### src/rtl/game_sequencer_pkg.sv
// game_sequencer_pkg: state encoding, pause lengths and car-period constants shared by the game-flow logic and car movers
package game_sequencer_pkg;
  typedef enum logic [2:0] {
    S_IDLE      = 3'd0,
    S_PLAY      = 3'd1,
    S_HIT       = 3'd2,
    S_LEVEL_UP  = 3'd3,
    S_GAME_OVER = 3'd4
  } state_e;
  localparam int HIT_TICKS_DEF      = 30;
  localparam int LEVELUP_TICKS_DEF  = 60;
  localparam int GAMEOVER_TICKS_DEF = 120;
  localparam int MAX_LEVEL_DEF      = 9;
  localparam int BASE_PERIOD_DEF    = 24;
  localparam int PERIOD_STEP_DEF    = 2;
  localparam int MIN_PERIOD_DEF     = 6;
  // Car step period shrinks linearly with level down to a floor.
  function automatic logic [4:0] period_for(input logic [3:0] lvl, input int base, input int step, input int floor);
    int p;
    p = base - int'(lvl) * step;
    return (p < floor) ? 5'(floor) : 5'(p);
  endfunction
endpackage

### src/rtl/game_sequencer_pause.sv
// pause_timer: loadable 7-bit down-counter advanced by frame ticks; done fires on a tick seen at zero
module pause_timer (
  input  logic       clk_i,
  input  logic       rst_i,
  input  logic       load_i,
  input  logic [6:0] load_val_i,
  input  logic       tick_i,
  output logic       done_o
);
  logic [6:0] count_q;
  // Load wins over counting; the counter parks at zero.
  always_ff @(posedge clk_i) begin
    if (rst_i) count_q <= '0;
    else if (load_i) count_q <= load_val_i;
    else if (tick_i && count_q != '0) count_q <= count_q - 7'd1;
  end
  assign done_o = tick_i && count_q == '0;
endmodule

### src/rtl/game_sequencer.sv
// game_sequencer: game-flow FSM for the frog game (respawn/level/game-over pauses); SCORE_EN adds a saturating score counter
module game_sequencer
  import game_sequencer_pkg::*;
#(
  parameter int HIT_TICKS      = HIT_TICKS_DEF,
  parameter int LEVELUP_TICKS  = LEVELUP_TICKS_DEF,
  parameter int GAMEOVER_TICKS = GAMEOVER_TICKS_DEF,
  parameter int MAX_LEVEL      = MAX_LEVEL_DEF,
  parameter int BASE_PERIOD    = BASE_PERIOD_DEF,
  parameter int PERIOD_STEP    = PERIOD_STEP_DEF,
  parameter int MIN_PERIOD     = MIN_PERIOD_DEF
) (
  input  logic       clk,
  input  logic       reset,
  input  logic       frame_tick,
  input  logic       start_btn,
  input  logic       frog_at_top,
  input  logic       collision_detected,
  input  logic [1:0] lives,
  output logic       reset_frog,
  output logic       reset_lives,
  output logic       freeze,
  output logic [3:0] level,
  output logic [4:0] car_period,
  output logic [2:0] game_state,
  output logic [9:0] score
);
  state_e     state_q, state_d;
  logic [3:0] level_q, level_d;
  logic       rf_q, rf_d, rl_q, rl_d;
  logic       start_q, coll_q, start_rise, coll_rise;
  logic       load, done;
  logic [6:0] load_val;
  assign start_rise = start_btn && !start_q;
  assign coll_rise  = collision_detected && !coll_q;
  pause_timer u_timer (
    .clk_i      (clk),
    .rst_i      (reset),
    .load_i     (load),
    .load_val_i (load_val),
    .tick_i     (frame_tick),
    .done_o     (done)
  );
  // State, level and pulse registers; edge detectors keep sampling through reset so a held button cannot start a game.
  always_ff @(posedge clk) begin
    start_q <= start_btn;
    coll_q  <= collision_detected;
    if (reset) begin
      state_q <= S_IDLE;
      level_q <= '0;
      rf_q    <= 1'b0;
      rl_q    <= 1'b0;
    end else begin
      state_q <= state_d;
      level_q <= level_d;
      rf_q    <= rf_d;
      rl_q    <= rl_d;
    end
  end
  // Next-state: transitions, pause loads, level update and respawn/lives pulses.
  always_comb begin
    state_d  = state_q;
    level_d  = level_q;
    rf_d     = 1'b0;
    rl_d     = 1'b0;
    load     = 1'b0;
    load_val = '0;
    case (state_q)
      S_IDLE: if (start_rise) begin
        state_d = S_PLAY;
        level_d = '0;
        rf_d    = 1'b1;
        rl_d    = 1'b1;
      end
      S_PLAY: if (coll_rise) begin
        load     = 1'b1;
        state_d  = (lives == 2'd0) ? S_GAME_OVER : S_HIT;
        load_val = (lives == 2'd0) ? 7'(GAMEOVER_TICKS) : 7'(HIT_TICKS);
      end else if (frog_at_top) begin
        load     = 1'b1;
        load_val = 7'(LEVELUP_TICKS);
        state_d  = S_LEVEL_UP;
        level_d  = (level_q == 4'(MAX_LEVEL)) ? level_q : level_q + 4'd1;
        rf_d     = 1'b1;
      end
      S_HIT, S_LEVEL_UP: if (done) begin
        state_d = S_PLAY;
        rf_d    = 1'b1;
      end
      S_GAME_OVER: if (start_rise) begin
        state_d = S_PLAY;
        level_d = '0;
        rf_d    = 1'b1;
        rl_d    = 1'b1;
      end else if (done) state_d = S_IDLE;
      default: state_d = S_IDLE;
    endcase
  end
  // Outputs: motion frozen everywhere except PLAY; period follows the registered level.
  always_comb begin
    freeze      = state_q != S_PLAY;
    game_state  = state_q;
    level       = level_q;
    car_period  = period_for(level_q, BASE_PERIOD, PERIOD_STEP, MIN_PERIOD);
    reset_frog  = rf_q;
    reset_lives = rl_q;
  end
`ifdef SCORE_EN
  logic [9:0]  score_q, score_d;
  logic [10:0] score_sum;
  // Cleared whenever lives are refilled (game start); adds the new level on each level-up, saturating.
  always_comb begin
    score_sum = {1'b0, score_q} + 11'(level_d);
    score_d   = rl_d ? '0
              : (state_q == S_PLAY && state_d == S_LEVEL_UP) ? (score_sum[10] ? 10'd1023 : score_sum[9:0])
              : score_q;
  end
  // Score register.
  always_ff @(posedge clk) begin
    if (reset) score_q <= '0;
    else score_q <= score_d;
  end
  assign score = score_q;
`else
  assign score = '0;
`endif
endmodule

### config.mk
export PLATFORM = sky130hd
export DESIGN_NAME = game_sequencer
export DESIGN_NICKNAME = d
export VERILOG_FILES = /design/src/rtl/game_sequencer_pkg.sv /design/src/rtl/game_sequencer_pause.sv /design/src/rtl/game_sequencer.sv
export SDC_FILE = /design/constraint.sdc
export NUM_CORES = 1
export LEC_CHECK = 0
export ABC_AREA = 1
export BUFFER_PORTS_ARGS = -buffer_cell sky130_fd_sc_hd__buf_4
export CELL_PAD_IN_SITES_DETAIL_PLACEMENT = 1
export CELL_PAD_IN_SITES_GLOBAL_PLACEMENT = 1
export CORE_MARGIN = 4
export CORE_UTILIZATION = 35
export DETAILED_ROUTE_END_ITERATION = 10
export PLACE_DENSITY_LB_ADDON = 0.1
export SETUP_SLACK_MARGIN = 0.2
export SLEW_MARGIN = 25
export SYNTH_ARGS = -nofsm -noshare
export SYNTH_HDL_FRONTEND = slang
export SYNTH_SLANG_ARGS = --single-unit
### constraint.sdc
create_clock -name clk -period 1.65 [get_ports clk]
set_clock_uncertainty 0.15 [all_clocks]
set_input_delay 0.0825 -clock clk [delete_from_list [all_inputs] [get_ports clk]]
set_output_delay 0.0825 -clock clk [all_outputs]
set_load 0.005 [all_outputs]
==> metrics, run 1 <==
status finished, violations left; violated checks setup timing; vias in the first global route 1316; final wirelength 4.28 mm; first-pass GRT wire length 6.00 mm; vias 1323; initial core utilization 38.0%; RSZ-0062 raised after global routing true; Std-Cell Rows 20; WP data required 1420 ps; dpl cell area 0.00140 mm^2; minimum clock period 1760 ps; Worst setup EP type primary output; Worst setup SP type flop; Avg Cell Area, Syn 6.70 um^2; Post-DRT Antenna Nets 0; crit-path max FO 3; commonest non-fill, non-tap cell in the layout buf_4; DIE HEIGHT 66.5 um; DP Worst Slack 63.6 ps; critical path's slowest cell dfxtp_2; Yosys warnings 0; Slew Limit Fails 0; Antenna diodes 0; clk sinks 18; cell mode on critical path inv_2; Yosys cell types 25; Core Box Area 0.00315 mm^2; Cell Area, Synth 0.00120 mm^2; drt first pass iters 6; f_max 569 MHz; CTS HTree Levels 1; fin area 0.00188 mm^2; routed len/inst 16.0 um; Critical Path, Cell by Cell inv_2 -> ha_4 -> xnor2_2 -> inv_1 -> a21oi_2 -> nand2_2 -> nand3_2 -> inv_2 -> buf_6; Post-layout nets 237; Syn Inst Count 179; register area share after synthesis 30.1%; Global Route Usage Sum 17.3%; Num CTS Buffers 3; PD cells 1440 mW/mm^2; Max-Cap Viols 0; 1st-iter DRT viols 49; largest net degree at the start of global routing 12; setup violators final 4; path type of the worst setup path flop to primary output; crit path DAT 1530 ps; Synth Register Bits 18; worst hold path class input pin to flop; LEAKAGE 0.000859 uW; area grow syn2layout 56.8%; I/O pins 33; Die X-Extent 66.5 um; Final period util 107%; die area 0.00442 mm^2; hpwl dp 2.73 mm; global route total overflow 0; DRC 0; peak supply drop 0.887 mV; Slowest Stage Delay on Critical Path 360 ps; initial antenna violation count 0; layout cells sized above 1 51.1%; clock root cell clkbuf_4; final setup margin -109 ps; Clock transition at path regs 120 ps; CTS tree yes; IO buf count 21; worst skew pair latency 300 ps; GP Congestion 0.900; vias per cell 4.96; Final Hold Fails 0; most frequent cells in the layout buf_4 (37), nand2_1 (24), inv_1 (15); worst-case clock buffer depth 2
==> kinds of logic (layout without fill, tap and decap cells) <==
group / count (synthesis) / after routing / synth area share, %
adders and majority gates: 5 / 5 / 5.22
DFF: 18 / 18 / 30.1
xor gates and xnor gates: 6 / 6 / 4.38
other: 1 / 11 / 0.313
AOI/OAI and AO/OA: 25 / 25 / 11.1
and+or+nand+nor: 87 / 88 / 33.6
buffers and inverters: 37 / 70 / 15.3
==> worst max-delay path, delay by kind of cell, from the launching register on <==
family	cells	cell delay [ps]
XOR/XNOR	1	120
AND/OR/NAND/NOR	2	160
flip-flops	1	360
buffers and inverters	4	280
AO/OA/AOI/OAI	1	120
adder cells (fa/ha/maj)	1	170
==> synth_stat cells (all sizes together) <==
library cell	number	area share [%]
o21ai	11	5.2
conb	1	0.31
nand4	5	2.6
nand3b	1	0.63
xor2	2	1.5
ha	5	5.2
nand2	36	13
nor3	3	1.3
clkbuf	1	0.31
nor2	25	8.9
buf	12	7.3
dfxtp	18	30
nand3	15	6.3
or2	2	1.3
inv	24	7.7
a21oi	14	5.8
xnor2	4	2.9
==> worst paths after layout <==
kind	start	end	slack, ps	cells past startpoint
setup / recovery	level[1]	car_period[3]	-110	9
hold / removal	frame_tick	u_timer.count_q[5]	20	4
setup reg to reg	u_timer.count_q[0]	u_timer.count_q[6]	110	7
hold reg to reg	start_q	reset_lives	410	3
==> cell type report <==
| cell class | instances | area [um^2] |
|---|---|---|
| Clock buffer | 4 | 36.3 |
| Fill cell | 395 | 1270 |
| Inverter | 24 | 108 |
| Multi-Input combinational cell | 135 | 975 |
| Sequential cell | 18 | 375 |
| Tap cell | 44 | 55.1 |
| Timing Repair Buffer | 42 | 330 |
==> per-stage QoR <==
step / utilization [%] / instances / setup TNS (ps) / total power (uW) / hold slack, ps
floorplan: - / 189 / 0 / 1380 / -39.8
global placement: 44.5 / 247 / 0 / 1630 / 45.9
detailed placement: 44.5 / 247 / 0 / 1680 / 47.6
CTS: 51.6 / 261 / -395 / 2210 / 18.8
global route: 59.6 / 267 / -765 / 2870 / 43.3
finish: 59.6 / 267 / -339 / 2710 / 20.2
==> routing by layer <==
metal	global-route usage (%)	vias up	routed length, um
met4	1.52	0	67
met5	0	-	0
met3	2.53	10	198
met2	32.6	38	2270
li1	-	637	-
met1	21.1	638	1750
==> state kept, by name, indices dropped and copies added (netlist names) <==
| signal | cells |
|---|---|
| u_timer.count_q | 7 |
| level | 4 |
| game_state | 3 |
| coll_q | 1 |
| reset_frog | 1 |
| reset_lives | 1 |
| start_q | 1 |
==> power breakdown <==
part	switching, uW	internal, uW
clock	162	135
sequential	147	550
combinational	987	729
total	1300	1410
==> what timing repair did <==
| item | in CTS | in global routing |
|---|---|---|
| hold endpoints to repair | 11 | 0 |
| resized for setup | 43 | 50 |
| setup buffers | 6 | 6 |
| endpoints found under the setup margin | 18 | 18 |
| pin swaps | 19 | 28 |
| hold buffers | 3 | 0 |
| cloned | 1 | 0 |
No activity file was read; power rests on OpenSTA's default activity.
==> run 2, diff against run 1 <==
--- a/constraint.sdc
+++ b/constraint.sdc
@@ -3,3 +3,3 @@
 set_input_delay 0.0825 -clock clk [delete_from_list [all_inputs] [get_ports clk]]
 set_output_delay 0.0825 -clock clk [all_outputs]
-set_load 0.005 [all_outputs]
+set_load 0.01 [all_outputs]
==> metrics, run 2 (synthesis gave the netlist of run 1 again) <==
status finished, violations left; violated checks setup timing; clock root cell clkbuf_4; layout cells sized above 1 45.4%; DP Worst Slack -23.2 ps; LEAKAGE 0.000827 uW; drt first pass iters 4; Critical Path, Cell by Cell inv_4 -> ha_4 -> xnor2_2 -> inv_2 -> a21oi_2 -> nand2_2 -> nand3b_1 -> buf_6; Global Route Usage Sum 17.8%; DRC 0; hpwl dp 2.62 mm; vias per cell 4.91; worst skew pair latency 320 ps; dpl cell area 0.00138 mm^2; peak supply drop 0.789 mV; R2R depth 8; Std-Cell Rows 20; initial antenna violation count 0; Max-Cap Viols 0; Slowest Stage Delay on Critical Path 380 ps; I/O pins 33; final wirelength 3.85 mm; path type of the worst setup path flop to primary output; Most flops, register u_timer.count_q; CP Launch Point level[0]; initial core utilization 38.0%; worst hold path class input pin to flop; routed len/inst 14.7 um; max reg flops 7; r2r startpoint level[0]; Post-layout nets 233; die area 0.00442 mm^2; commonest non-fill, non-tap cell in the layout buf_4; crit path DAT 1590 ps; Core Box Area 0.00315 mm^2; IO buf count 21; Clock transition at path regs 110 ps; Post-DRT Antenna Nets 0; WP data required 1420 ps; minimum clock period 1820 ps; GP Congestion 0.753; Worst setup EP type primary output; global route total overflow 0; DIE HEIGHT 66.5 um; largest net degree at the start of global routing 12; clk sinks 18; 1st-iter DRT viols 34; Final period util 110%; PD cells 1370 mW/mm^2; CTS HTree Levels 1; worst-case clock buffer depth 2; Worst setup SP type flop; Power Total 2440 uW; RSZ-0062 raised after global routing true; first-pass GRT wire length 6.11 mm; Antenna diodes 0; Die X-Extent 66.5 um; Num CTS Buffers 3; critical path's slowest cell dfxtp_4; crit-path max FO 4; Final Hold Fails 0; Slew Limit Fails 0; setup violators final 4; f_max 550 MHz; hold path depth 5; fin area 0.00179 mm^2; most frequent cells in the layout buf_4 (32), nand2_1 (23), inv_1 (16); vias 1287; area grow syn2layout 49.0%; CTS tree yes; vias in the first global route 1346; Hold Crit Start frog_at_top; final setup margin -170 ps
[run 2: changes by cell type in the layout (fill, tap and decap cells not counted), sizes merged]
cell,before,now
buf,39,35
clkbuf,4,3
[run 2: final cells by class]
class	count	area [um^2]
fillers	419	1370
multi-input cells	135	907
flip-flops and latches	18	382
repair buffers	38	304
inverters	24	115
well taps	44	55.1
clock buffers	3	22.5
[run 2: final timing paths]
check                  end  slack [ps]
max          car_period[2]        -170
min               level[1]           3
max reg2reg       level[0]           0
min reg2reg    reset_lives         400
[run 2: worst max-delay path, delay by kind of cell (launching register included)]
kind	cells	cell delay (ps)
AO/OA/AOI/OAI	1	140
XOR/XNOR	1	160
adder cells (fa/ha/maj)	1	170
buffers and inverters	3	220
flip-flops	1	380
AND/OR/NAND/NOR	2	210
[run 2: what timing repair did]
action	CTS	global route
setup buffers	7	4
endpoints found under the setup margin	18	19
pin swaps	16	18
gates resized for setup	40	44
cloned	1	0
hold buffers	3	0
hold endpoints to repair	12	0
[run 2: per-stage QoR]
step / TNS (ps) / util [%] / hold slack, ps / instances
4_1_cts: -406 / 50.4 / 30.5 / 258
3_3_place_gp: 0 / 43.8 / 45.7 / 244
5_1_grt: -1080 / 56.6 / 34.0 / 262
3_5_place_dp: -23.2 / 43.8 / 48.6 / 244
6_report: -598 / 56.6 / 2.56 / 262
2_1_floorplan: 0 / - / -39.8 / 189
[run 2: where the power goes]
group	total (uW)	internal [uW]	switching, uW
combinational	1500	651	852
clock	245	85.7	159
sequential	695	552	143
total	2440	1290	1150
[run 2: layer usage]
metal / GRT usage [%] / up-vias / routed length, um
met5: 0 / - / 0
met4: 4.82 / 0 / 65
met3: 2.87 / 7 / 186
met2: 32.1 / 38 / 1980
met1: 21.5 / 613 / 1620
li1: - / 629 / -
